===== src/rtl/div_unit_if.sv =====
// div_unit_if: request/response handshake bundle for the divider.
// master = issue/writeback side, slave = divider.
interface div_unit_if #(
  parameter int REG_WIDTH = 32
);
  logic                 i_req_valid;
  logic                 o_req_ready;
  logic [1:0]           i_op;
  logic [REG_WIDTH-1:0] i_rs1;
  logic [REG_WIDTH-1:0] i_rs2;
  logic [4:0]           i_rd;
  logic                 o_rsp_valid;
  logic                 i_rsp_ready;
  logic [REG_WIDTH-1:0] o_result;
  logic [4:0]           o_rd;
  logic                 o_busy;

  modport master (
    output i_req_valid, i_op, i_rs1, i_rs2, i_rd,
    output i_rsp_ready,
    input  o_req_ready, o_rsp_valid, o_result,
    input  o_rd, o_busy
  );

  modport slave (
    input  i_req_valid, i_op, i_rs1, i_rs2, i_rd,
    input  i_rsp_ready,
    output o_req_ready, o_rsp_valid, o_result,
    output o_rd, o_busy
  );
endinterface


===== src/rtl/div_unit.sv =====
// div_unit: iterative radix-2 restoring divider, RV32M DIV/DIVU/REM/REMU.
// One quotient bit per cycle; div-by-zero and signed overflow finish early.
module div_unit #(
  parameter int REG_WIDTH = 32
) (
  input  logic       i_clk,
  input  logic       i_rst_n,
  input  logic       i_flush,
  div_unit_if.slave  io_div
);
  localparam int W  = REG_WIDTH;
  localparam int CW = $clog2(REG_WIDTH);
  localparam logic [W-1:0] MIN = {1'b1, {(W-1){1'b0}}};

  typedef enum logic [1:0] {
    IDLE = 2'd0,
    BUSY = 2'd1,
    DONE = 2'd2
  } state_t;

  state_t        r_state, w_state_nx;
  logic [1:0]    r_op;
  logic [4:0]    r_rd;
  logic          r_neg_q, r_neg_r;
  logic [W-1:0]  r_rem, r_quo, r_div;
  logic [CW-1:0] r_cnt;
  logic [W-1:0]  r_result;

  logic          w_acc, w_signed, w_s1n, w_s2n;
  logic          w_div0, w_ovf, w_special;
  logic [W-1:0]  w_a_abs, w_b_abs, w_spec_res;
  logic [W:0]    w_shr, w_trial;
  logic [W-1:0]  w_rem_nx, w_quo_nx, w_fix;

  assign io_div.o_req_ready = (r_state == IDLE) & i_rst_n;
  assign io_div.o_rsp_valid = (r_state == DONE);
  assign io_div.o_busy      = (r_state != IDLE);
  assign io_div.o_result    = r_result;
  assign io_div.o_rd        = r_rd;

  assign w_acc    = io_div.i_req_valid & io_div.o_req_ready & ~i_flush;
  assign w_signed = ~io_div.i_op[0];
  assign w_s1n    = w_signed & io_div.i_rs1[W-1];
  assign w_s2n    = w_signed & io_div.i_rs2[W-1];
  assign w_a_abs  = w_s1n ? -io_div.i_rs1 : io_div.i_rs1;
  assign w_b_abs  = w_s2n ? -io_div.i_rs2 : io_div.i_rs2;

  assign w_div0    = (io_div.i_rs2 == '0);
  assign w_ovf     = w_signed & (io_div.i_rs1 == MIN) & (&io_div.i_rs2);
  assign w_special = w_div0 | w_ovf;

  always_comb begin
    w_spec_res = io_div.i_rs1;
    if (io_div.i_op[1]) begin
      w_spec_res = w_div0 ? io_div.i_rs1 : '0;
    end else if (w_div0) begin
      w_spec_res = '1;
    end
  end

  // trial subtract is W+1 bits: shifted remainder can exceed W bits
  assign w_shr    = {r_rem, r_quo[W-1]};
  assign w_trial  = w_shr - {1'b0, r_div};
  assign w_rem_nx = w_trial[W] ? w_shr[W-1:0] : w_trial[W-1:0];
  assign w_quo_nx = {r_quo[W-2:0], ~w_trial[W]};

  always_comb begin
    w_fix = r_neg_q ? -w_quo_nx : w_quo_nx;
    if (r_op[1]) begin
      w_fix = r_neg_r ? -w_rem_nx : w_rem_nx;
    end
  end

  always_comb begin
    w_state_nx = r_state;
    unique case (r_state)
      IDLE: if (w_acc) w_state_nx = w_special ? DONE : BUSY;
      BUSY: if (r_cnt == '0) w_state_nx = DONE;
      DONE: if (io_div.i_rsp_ready) w_state_nx = IDLE;
      default: w_state_nx = IDLE;
    endcase
    if (i_flush) w_state_nx = IDLE;
  end

  always_ff @(posedge i_clk or negedge i_rst_n) begin
    if (!i_rst_n) begin
      r_state <= IDLE;
    end else begin
      r_state <= w_state_nx;
    end
  end

  always_ff @(posedge i_clk or negedge i_rst_n) begin
    if (!i_rst_n) begin
      r_op     <= '0;
      r_rd     <= '0;
      r_neg_q  <= 1'b0;
      r_neg_r  <= 1'b0;
      r_rem    <= '0;
      r_quo    <= '0;
      r_div    <= '0;
      r_cnt    <= '0;
      r_result <= '0;
    end else if (w_acc) begin
      r_op    <= io_div.i_op;
      r_rd    <= io_div.i_rd;
      r_neg_q <= w_s1n ^ w_s2n;
      r_neg_r <= w_s1n;
      r_rem   <= '0;
      r_quo   <= w_a_abs;
      r_div   <= w_b_abs;
      r_cnt   <= CW'(REG_WIDTH - 1);
      if (w_special) r_result <= w_spec_res;
    end else if (r_state == BUSY && !i_flush) begin
      r_rem <= w_rem_nx;
      r_quo <= w_quo_nx;
      r_cnt <= r_cnt - CW'(1);
      if (r_cnt == '0) r_result <= w_fix;
    end
  end
endmodule


===== src/flat_wrapper.sv =====
// flat-port wrapper written by rule: the top's interface ports become plain ports
module div_unit_flat 
#(
  parameter int REG_WIDTH = 32
)
  (i_clk, i_rst_n, i_flush, io_div_i_req_valid, io_div_i_op, io_div_i_rs1, io_div_i_rs2, io_div_i_rd, io_div_i_rsp_ready, io_div_o_req_ready, io_div_o_rsp_valid, io_div_o_result, io_div_o_rd, io_div_o_busy);
  div_unit_if #(.REG_WIDTH(REG_WIDTH)) io_div_i ();
  input  logic i_clk;
  input  logic i_rst_n;
  input  logic i_flush;
  input wire logic [$bits(io_div_i.i_req_valid)-1:0] io_div_i_req_valid;
  input wire logic [$bits(io_div_i.i_op)-1:0] io_div_i_op;
  input wire logic [$bits(io_div_i.i_rs1)-1:0] io_div_i_rs1;
  input wire logic [$bits(io_div_i.i_rs2)-1:0] io_div_i_rs2;
  input wire logic [$bits(io_div_i.i_rd)-1:0] io_div_i_rd;
  input wire logic [$bits(io_div_i.i_rsp_ready)-1:0] io_div_i_rsp_ready;
  output wire logic [$bits(io_div_i.o_req_ready)-1:0] io_div_o_req_ready;
  output wire logic [$bits(io_div_i.o_rsp_valid)-1:0] io_div_o_rsp_valid;
  output wire logic [$bits(io_div_i.o_result)-1:0] io_div_o_result;
  output wire logic [$bits(io_div_i.o_rd)-1:0] io_div_o_rd;
  output wire logic [$bits(io_div_i.o_busy)-1:0] io_div_o_busy;
  assign io_div_i.i_req_valid = io_div_i_req_valid;
  assign io_div_i.i_op = io_div_i_op;
  assign io_div_i.i_rs1 = io_div_i_rs1;
  assign io_div_i.i_rs2 = io_div_i_rs2;
  assign io_div_i.i_rd = io_div_i_rd;
  assign io_div_i.i_rsp_ready = io_div_i_rsp_ready;
  assign io_div_o_req_ready = io_div_i.o_req_ready;
  assign io_div_o_rsp_valid = io_div_i.o_rsp_valid;
  assign io_div_o_result = io_div_i.o_result;
  assign io_div_o_rd = io_div_i.o_rd;
  assign io_div_o_busy = io_div_i.o_busy;
  div_unit #(.REG_WIDTH(REG_WIDTH)) u_core (.i_clk(i_clk), .i_rst_n(i_rst_n), .i_flush(i_flush), .io_div(io_div_i));
endmodule

===== config.mk =====
export PLATFORM = sky130hd
export DESIGN_NAME = div_unit_flat
export DESIGN_NICKNAME = d
export VERILOG_FILES = /design/src/rtl/div_unit_if.sv /design/src/rtl/div_unit.sv /design/src/flat_wrapper.sv
export SDC_FILE = /design/constraint.sdc
export NUM_CORES = 1
export LEC_CHECK = 0
export BUFFER_PORTS_ARGS = -buffer_cell sky130_fd_sc_hd__buf_4
export CAP_MARGIN = 20
export CORE_ASPECT_RATIO = 1.2
export CORE_MARGIN = 8
export CORE_UTILIZATION = 60
export CTS_CLUSTER_DIAMETER = 150
export DETAILED_ROUTE_END_ITERATION = 12
export PLACE_DENSITY = 0.78
export REMOVE_ABC_BUFFERS = 1
export SLEW_MARGIN = 30
export SYNTH_ARGS = -nofsm -noshare
export SYNTH_HDL_FRONTEND = slang
export SYNTH_SLANG_ARGS = --single-unit

===== constraint.sdc =====
create_clock -name i_clk -period 11.3 [get_ports i_clk]
set_input_delay 0.565 -clock i_clk [delete_from_list [all_inputs] [get_ports i_clk]]
set_output_delay 0.565 -clock i_clk [all_outputs]
set_load 0.03 [all_outputs]

# Yosys cells after proc, flatten, opt, wreduce, memory -nomap -nowiden

Index checks and enable logic that the tools add are counted.

Memories kept: 0
Bits in latches: 0
Flip-flop bits (word level): 144
Memory bits (read-only): 0
Word-level logic and storage cells: 71
Output and inout bits: 40
Input port bits: 76
RAM bits: 0

Reduce and logical (&&, ||, !) cells: 11
Bitwise logic cells: 12
Multiplexer cells: 25
Add/sub/neg operators: 6
Equality and inequality tests: 7
$mul: 0
Div/mod/pow operators: 0
Magnitude comparators: 0
Shift operators: 0

Operator list:

| operator               | number |
|---|---|
| $mux W32               | 17 |
| $neg A32 Y32           | 4 |
| $sub A33 B32 Y33       | 1 |
| $eq A32 B32 Y1 const B | 1 |
| $logic_not A32 Y1      | 1 |
| $reduce_and A32 Y1     | 1 |
| $mux W2                | 5 |
| $mux W5                | 2 |
| $and A1 B1 Y1          | 7 |
| $ne A3 B2 Y1 const B   | 2 |
| $pmux W2 S3            | 1 |
| $reduce_and A3 Y1      | 2 |
| $reduce_bool A2 Y1     | 3 |
| $logic_not A5 Y1       | 1 |
| $sub A5 B1 Y5 const B  | 1 |
| $ne A3 B3 Y1 const B   | 1 |
| $not A1 Y1             | 3 |
| $eq A2 B1 Y1 const B   | 1 |
| $eq A2 B2 Y1 const B   | 1 |
| $logic_not A2 Y1       | 1 |
| $ne A2 B2 Y1 const B   | 1 |
| $logic_and A1 B1 Y1    | 1 |
| $logic_not A1 Y1       | 1 |
| $or A1 B1 Y1           | 1 |
| $xor A1 B1 Y1          | 1 |

# Depth between registers and ports, before layout

Depth after elaboration: 8
Mapped depth: 24
Mapped depth without buffers: 22

# Least setup slack after synthesis

OpenSTA, ideal clock, no wires.

Kind: register to register
Start point: reg u_core.r_quo[31]
End point: reg u_core.r_result[28] (netlist: u_core.io_div.o_result[28])
Path slack: 6.295 ns
Data required time: 11.168 ns
Setup time: 0.132 ns
Clock period less this slack: 5.005 ns
Path buffers: 2
Data arrival time: 4.873 ns
Cell stages (with the launch flop): 25
Path through: dfrtp_1 inv_1 ha_1 fa_1 nor2b_4 o2111a_1 o21ai_0 a21oi_1 o21a_1 nor2_1 inv_1 clkbuf_1 buf_1 nor2_1 a21oi_1 ha_1 inv_1 a2111oi_2 nor4b_2 or3b_4 o41ai_4 o2111ai_2 o31ai_2 xnor2_1 o21ai_1

Word-level cells in the longest chain between the ends: 8
Elaborated cells between the ends (all ways): 11
Those cells by class: add/sub (3); mux (7); bitwise (1)

Ends and longest elaborated chain:

| element                                       | RTL line                       | RTL |
|---|---|---|
| from (decl)                                   | div_unit.sv:25                 | `logic [W-1:0] r_rem, r_quo, r_div;` |
| from (signal assigned)                        | div_unit.sv:110                | `r_quo <= w_a_abs;` |
| from (signal assigned)                        | div_unit.sv:116                | `r_quo <= w_quo_nx;` |
| $sub A33 B32 Y33                              | div_unit.sv:63                 | `assign w_trial = w_shr - {1'b0, r_div};` |
| $mux W32 / $not A1 Y1 (equally long branches) | div_unit.sv:64, div_unit.sv:65 |  |
| $neg A32 Y32, on equally long branches        | div_unit.sv:70, div_unit.sv:68 |  |
| $mux W32, on equally long branches            | div_unit.sv:70, div_unit.sv:68 |  |
| $mux W32 (*)                                  | div_unit.sv:69                 | `if (r_op[1]) begin` |
| $mux W32 (*)                                  | div_unit.sv:118                | `if (r_cnt == '0) r_result <= w_fix;` |
| $mux W32 (*)                                  | div_unit.sv:114                | `end else if (r_state == BUSY && !i_flush) begin` |
| $mux W32 (*)                                  | div_unit.sv:104                | `end else if (w_acc) begin` |
| to (signal assigned)                          | div_unit.sv:113                | `if (w_special) r_result <= w_spec_res;` |
| to (signal assigned)                          | div_unit.sv:118                |  |
| to (decl)                                     | div_unit.sv:27                 | `logic [W-1:0] r_result;` |

Mark *: on every way between the ends. The rest lies on a longest branch, timed or not. The select of a mux whose other input is x is not followed.
A chain may end at the register's enable or synchronous reset.

# Worst setup path after layout

Same ends and word-level chain as after synthesis.

==> summary.json <==
{
  "status": "complete, no violations",
  "ys_warn_count": 0,
  "ys_top_cells_by_area": "sky130_fd_sc_hd__dfrtp_1, sky130_fd_sc_hd__o21ai_0, sky130_fd_sc_hd__xnor2_1",
  "cts-root-buf": "sky130_fd_sc_hd__clkbuf_16",
  "top_level_ports": 116,
  "grt.total_usage_pct": 29.7,
  "worstSetupPathType": "reg2reg",
  "timing.critical_path.to_type": "register",
  "launch_point_of_the_worst_reg_to_reg_path": "u_core.r_quo[31]$_DFFE_PN0P_",
  "cts_setup_buffers": 0,
  "p_per_area_nw_per_um2": 156,
  "ctsHoldBuffers": 0,
  "achievable-frequency_mhz": 166,
  "place.detailed.hpwl_um": 26200,
  "layout-area-overhead-vs-synth_pct": 13.7,
  "timing.rr.end": "u_core.io_div.o_result[28]$_DFFE_PN0P_",
  "max_stage_delay_ns": 0.63,
  "die-height_um": 169,
  "worst-r2r-setup-slack_ns": 5.28,
  "finalClockSkew_ns": 0.0122,
  "drt_iter0_markers": 1227,
  "detail_route.wl_per_cell_um": 19.5,
  "synth.cell_area_sq_um": 11800,
  "grt_start_max_net_pins": 86,
  "clock_sink_count": 143,
  "rsz_0062_raised_after_global_routing": "false",
  "use_met3_pct": 5.12,
  "hold_viol_final": 0,
  "synthFlopType": "sky130_fd_sc_hd__dfrtp_1",
  "final-seq-area_sq_um": 3580,
  "tritoncts_clock_tree": "built",
  "critical_path.startpoint_type": "register",
  "start_util_pct": 60.6,
  "port_buffers": 115,
  "vias_in_the_first_global_route": 11400,
  "die_outline_area_sq_um": 24300,
  "layout-drive-gt1-share_pct": 12.3,
  "path_depth": 22,
  "synth.lib_cells_used.distinct": 83,
  "multiInputGateArea_sq_um": 7640,
  "report.final.slew_viol_count": 0,
  "avgSynthCellArea_sq_um": 7.78,
  "final_net_count": 1681,
  "grt_first_pass_wirelength_um": 57900,
  "slew-limit-headroom_pct": 33.0,
  "maxCapViolations": 0,
  "final.period_utilization_pct": 53.3,
  "ir_worst_vdd_v": 0.000107,
  "numCtsBuffers": 17,
  "grtUsageMet1_pct": 37.2,
  "drcViolationCount": 0,
  "totalWireLength_um": 35900,
  "deepest_level_of_the_cts_h_tree": 4,
  "synth.yosys.seq_area_share_pct": 30.4,
  "critical_path_buf_inv_count": 3,
  "timing.final.crit_period_ns": 6.02,
  "antenna_found_initial": 0,
  "cts.clk_slew.worst_paths_ns": 0.07,
  "synth-edff-count": 0,
  "yosysTopAreaCell": "sky130_fd_sc_hd__dfrtp_1",
  "filler_cell_count": 1725,
  "yosys_register_bits": 143,
  "crit_required_ns": 11.59,
  "cellLeakagePower_nw": 5.68,
  "cpMostUsedCell": "sky130_fd_sc_hd__inv_1",
  "synthDominantCellAreaShare_pct": 30.4,
  "setup_viol": 0,
  "timing.critical_path.fanout_max": 26,
  "min-delay-path-class": "in2async",
  "drt_first_pass_iters": 6,
  "worst_setup_path_startpoint": "u_core.r_quo[31]$_DFFE_PN0P_",
  "setup-tns-final_ns": 0,
  "grt.met2_usage_pct": 48.8,
  "final_core_occ_pct": 68.9,
  "antennaDiodeCount": 0,
  "cp-endpoint": "u_core.io_div.o_result[28]$_DFFE_PN0P_",
  "via_count": 11800,
  "via_cell_ratio": 6.40,
  "cts_repair_resize_count": 0,
  "placement_rows": 56,
  "synth_cells": 1510,
  "core_region_area_sq_um": 19400,
  "worst_ep_arrival_time_ns": 6.31,
  "grt_remaining_overflow": 0,
  "crit_path_top_delay_cell": "sky130_fd_sc_hd__inv_1",
  "r2r_cells": 22,
  "ant_nets": 0,
  "die_x_um": 144,
  "path_cells": "inv_1 -> ha_1 -> fa_1 -> nor2b_4 -> o2111a_1 -> o21ai_0 -> a21oi_1 -> o21a_1 -> nor2_4 -> inv_1 -> nor2_1 -> a21oi_1 -> ha_1 -> inv_1 -> a2111oi_2 -> nor4b_2 -> or3b_4 -> o41ai_4 -> o2111ai_2 -> o31ai_2 -> xnor2_1 -> o21ai_1",
  "cp_top_family": "compound AO/OA/AOI/OAI gates",
  "clk_latency_ns": 0.43,
  "worst-slew-pin-transition_ns": 1.00,
  "ys_async_sr_fraction_pct": 100,
  "grt_busiest_layer": "met2",
  "clock_tree.buffer_depth": 2,
  "gp_congestion": 0.970
}
layout make-up:
class,count,share of cell area (%)
clock buffer,19,3.39
sequential,143,26.8
timing repair buffer,127,7.16
multi-input combinational,1216,57.2
inverter,60,1.68
clock inverter,13,1.38
tap,261,2.44
worst min-delay path by stage:
| stage | slack [ns] | depth (start not counted) | end | startpoint |
|---|---|---|---|---|
| 6_report | 0.19 | 1 | u_core.io_div.o_result[7]$_DFFE_PN0P_ | i_rst_n |
| 5_1_grt | 0.25 | 1 | u_core.io_div.o_result[7]$_DFFE_PN0P_ | i_rst_n |
| 4_1_cts | 0.22 | 1 | u_core.r_quo[7]$_DFFE_PN0P_ | i_rst_n |
| 3_5_place_dp | 0.46 | 2 | u_core.io_div.o_rd[0]$_DFFE_PN0P_ | u_core.io_div.o_rd[0]$_DFFE_PN0P_ |
| 3_3_place_gp | 0.46 | 2 | u_core.io_div.o_rd[0]$_DFFE_PN0P_ | u_core.io_div.o_rd[0]$_DFFE_PN0P_ |
| 2_1_floorplan | 0.27 | 0 | u_core.io_div.o_rd[0]$_DFFE_PN0P_ | i_rst_n |
worst reg2reg max path: stages, from the launching register on:
cell and delay (ns):
sky130_fd_sc_hd__dfrtp_1 0.37, sky130_fd_sc_hd__inv_1 0.07, sky130_fd_sc_hd__ha_1 0.22, sky130_fd_sc_hd__fa_1 0.46, sky130_fd_sc_hd__nor2b_4 0.16, sky130_fd_sc_hd__o2111a_1 0.22
sky130_fd_sc_hd__o21ai_0 0.19, sky130_fd_sc_hd__a21oi_1 0.34, sky130_fd_sc_hd__o21a_1 0.46, sky130_fd_sc_hd__nor2_4 0.08, sky130_fd_sc_hd__inv_1 0.63, sky130_fd_sc_hd__nor2_1 0.08
sky130_fd_sc_hd__a21oi_1 0.27, sky130_fd_sc_hd__ha_1 0.23, sky130_fd_sc_hd__inv_1 0.08, sky130_fd_sc_hd__a2111oi_2 0.19, sky130_fd_sc_hd__nor4b_2 0.28, sky130_fd_sc_hd__or3b_4 0.45
sky130_fd_sc_hd__o41ai_4 0.32, sky130_fd_sc_hd__o2111ai_2 0.26, sky130_fd_sc_hd__o31ai_2 0.30, sky130_fd_sc_hd__xnor2_1 0.16, sky130_fd_sc_hd__o21ai_1 0.07
Yosys cell counts (all sizes together) (3+ instances only):
library cell    n
a2111oi         5
a211oi         22
a21boi          5
a21o           14
a21oi          99
a221oi         20
a22o            3
a22oi          31
a31oi          17
and2           16
and3           14
buf            21
clkbuf         70
dfrtp         143
ha             39
inv            60
mux2i          27
nand2         161
nand2b          9
nand3          41
nand3b          6
nand4          15
nor2          131
nor2b           9
nor3           50
nor3b           4
nor4           16
nor4b           4
o2111ai         5
o211ai          9
o21a            7
o21ai         188
o21bai          4
o22ai           3
o31ai          31
o41ai           9
or2             7
or3            22
or4             5
xnor2          85
xor2           55
flip-flops by register name, summed over array words and instances (netlist names):
name / count
u_core.io_div.o_result: 32
u_core.r_quo: 32
u_core.r_state: 2
u_core.r_cnt: 5
u_core.io_div.o_rd: 5
u_core.r_rem: 32
u_core.r_div: 32
u_core.r_op: 1
u_core.r_neg_q: 1
u_core.r_neg_r: 1
metrics by stage:
stage               setup WS (ns)  hold WS (ns)  instances  area [sq um]  total power [mW]
CTS                          5.38         0.217       1839         13400              2.08
finish                       5.28         0.185       1839         13400              2.09
global route                 4.88         0.248       1839         13400              2.20
detailed placement           5.41         0.464       1807         12700              1.46
floorplan                    3.60         0.269       1419         11400              1.23
global placement             5.64         0.458       1807         12700              1.45
power by group:
| part | switching [mW] | internal (mW) | leakage (nW) |
|---|---|---|---|
| clock network | 0.237 | 0.382 | 0.306 |
| registers | 0.107 | 0.594 | 1.86 |
| logic | 0.459 | 0.308 | 3.52 |
| total | 0.803 | 1.28 | 5.68 |
cells by family after synthesis:
logic type      count (synthesis)  share of synthesized area [%]
buf+inv                       151                           4.96
compound gates                491                           26.5
xor+xnor                      140                           10.4
fa+ha+maj                      40                           4.32
flops                         143                           30.4
simple gates                  517                           20.9
mux                            28                           2.43
layer usage:
layer / vias to the layer above / routed length, um
met3: 89 / 2650
met1: 5584 / 15000
met2: 510 / 17000
met4: 0 / 1230
met5: - / 0
li1: 5580 / -
layout by cell type, fill, tap and decap left out, types with 26 or more instances in the layout:
cell type / n
sky130_fd_sc_hd__nand2_1: 160
sky130_fd_sc_hd__xnor2_1: 85
sky130_fd_sc_hd__dfrtp_1: 142
sky130_fd_sc_hd__o21ai_0: 179
sky130_fd_sc_hd__o31ai_1: 29
sky130_fd_sc_hd__inv_1: 60
sky130_fd_sc_hd__nor3_1: 50
sky130_fd_sc_hd__buf_4: 126
sky130_fd_sc_hd__a22oi_1: 31
sky130_fd_sc_hd__nand3_1: 41
sky130_fd_sc_hd__a21oi_1: 98
sky130_fd_sc_hd__ha_1: 39
sky130_fd_sc_hd__xor2_1: 55
sky130_fd_sc_hd__nor2_1: 129
sky130_fd_sc_hd__mux2i_1: 26
Power figures use the tool's default switching activity.
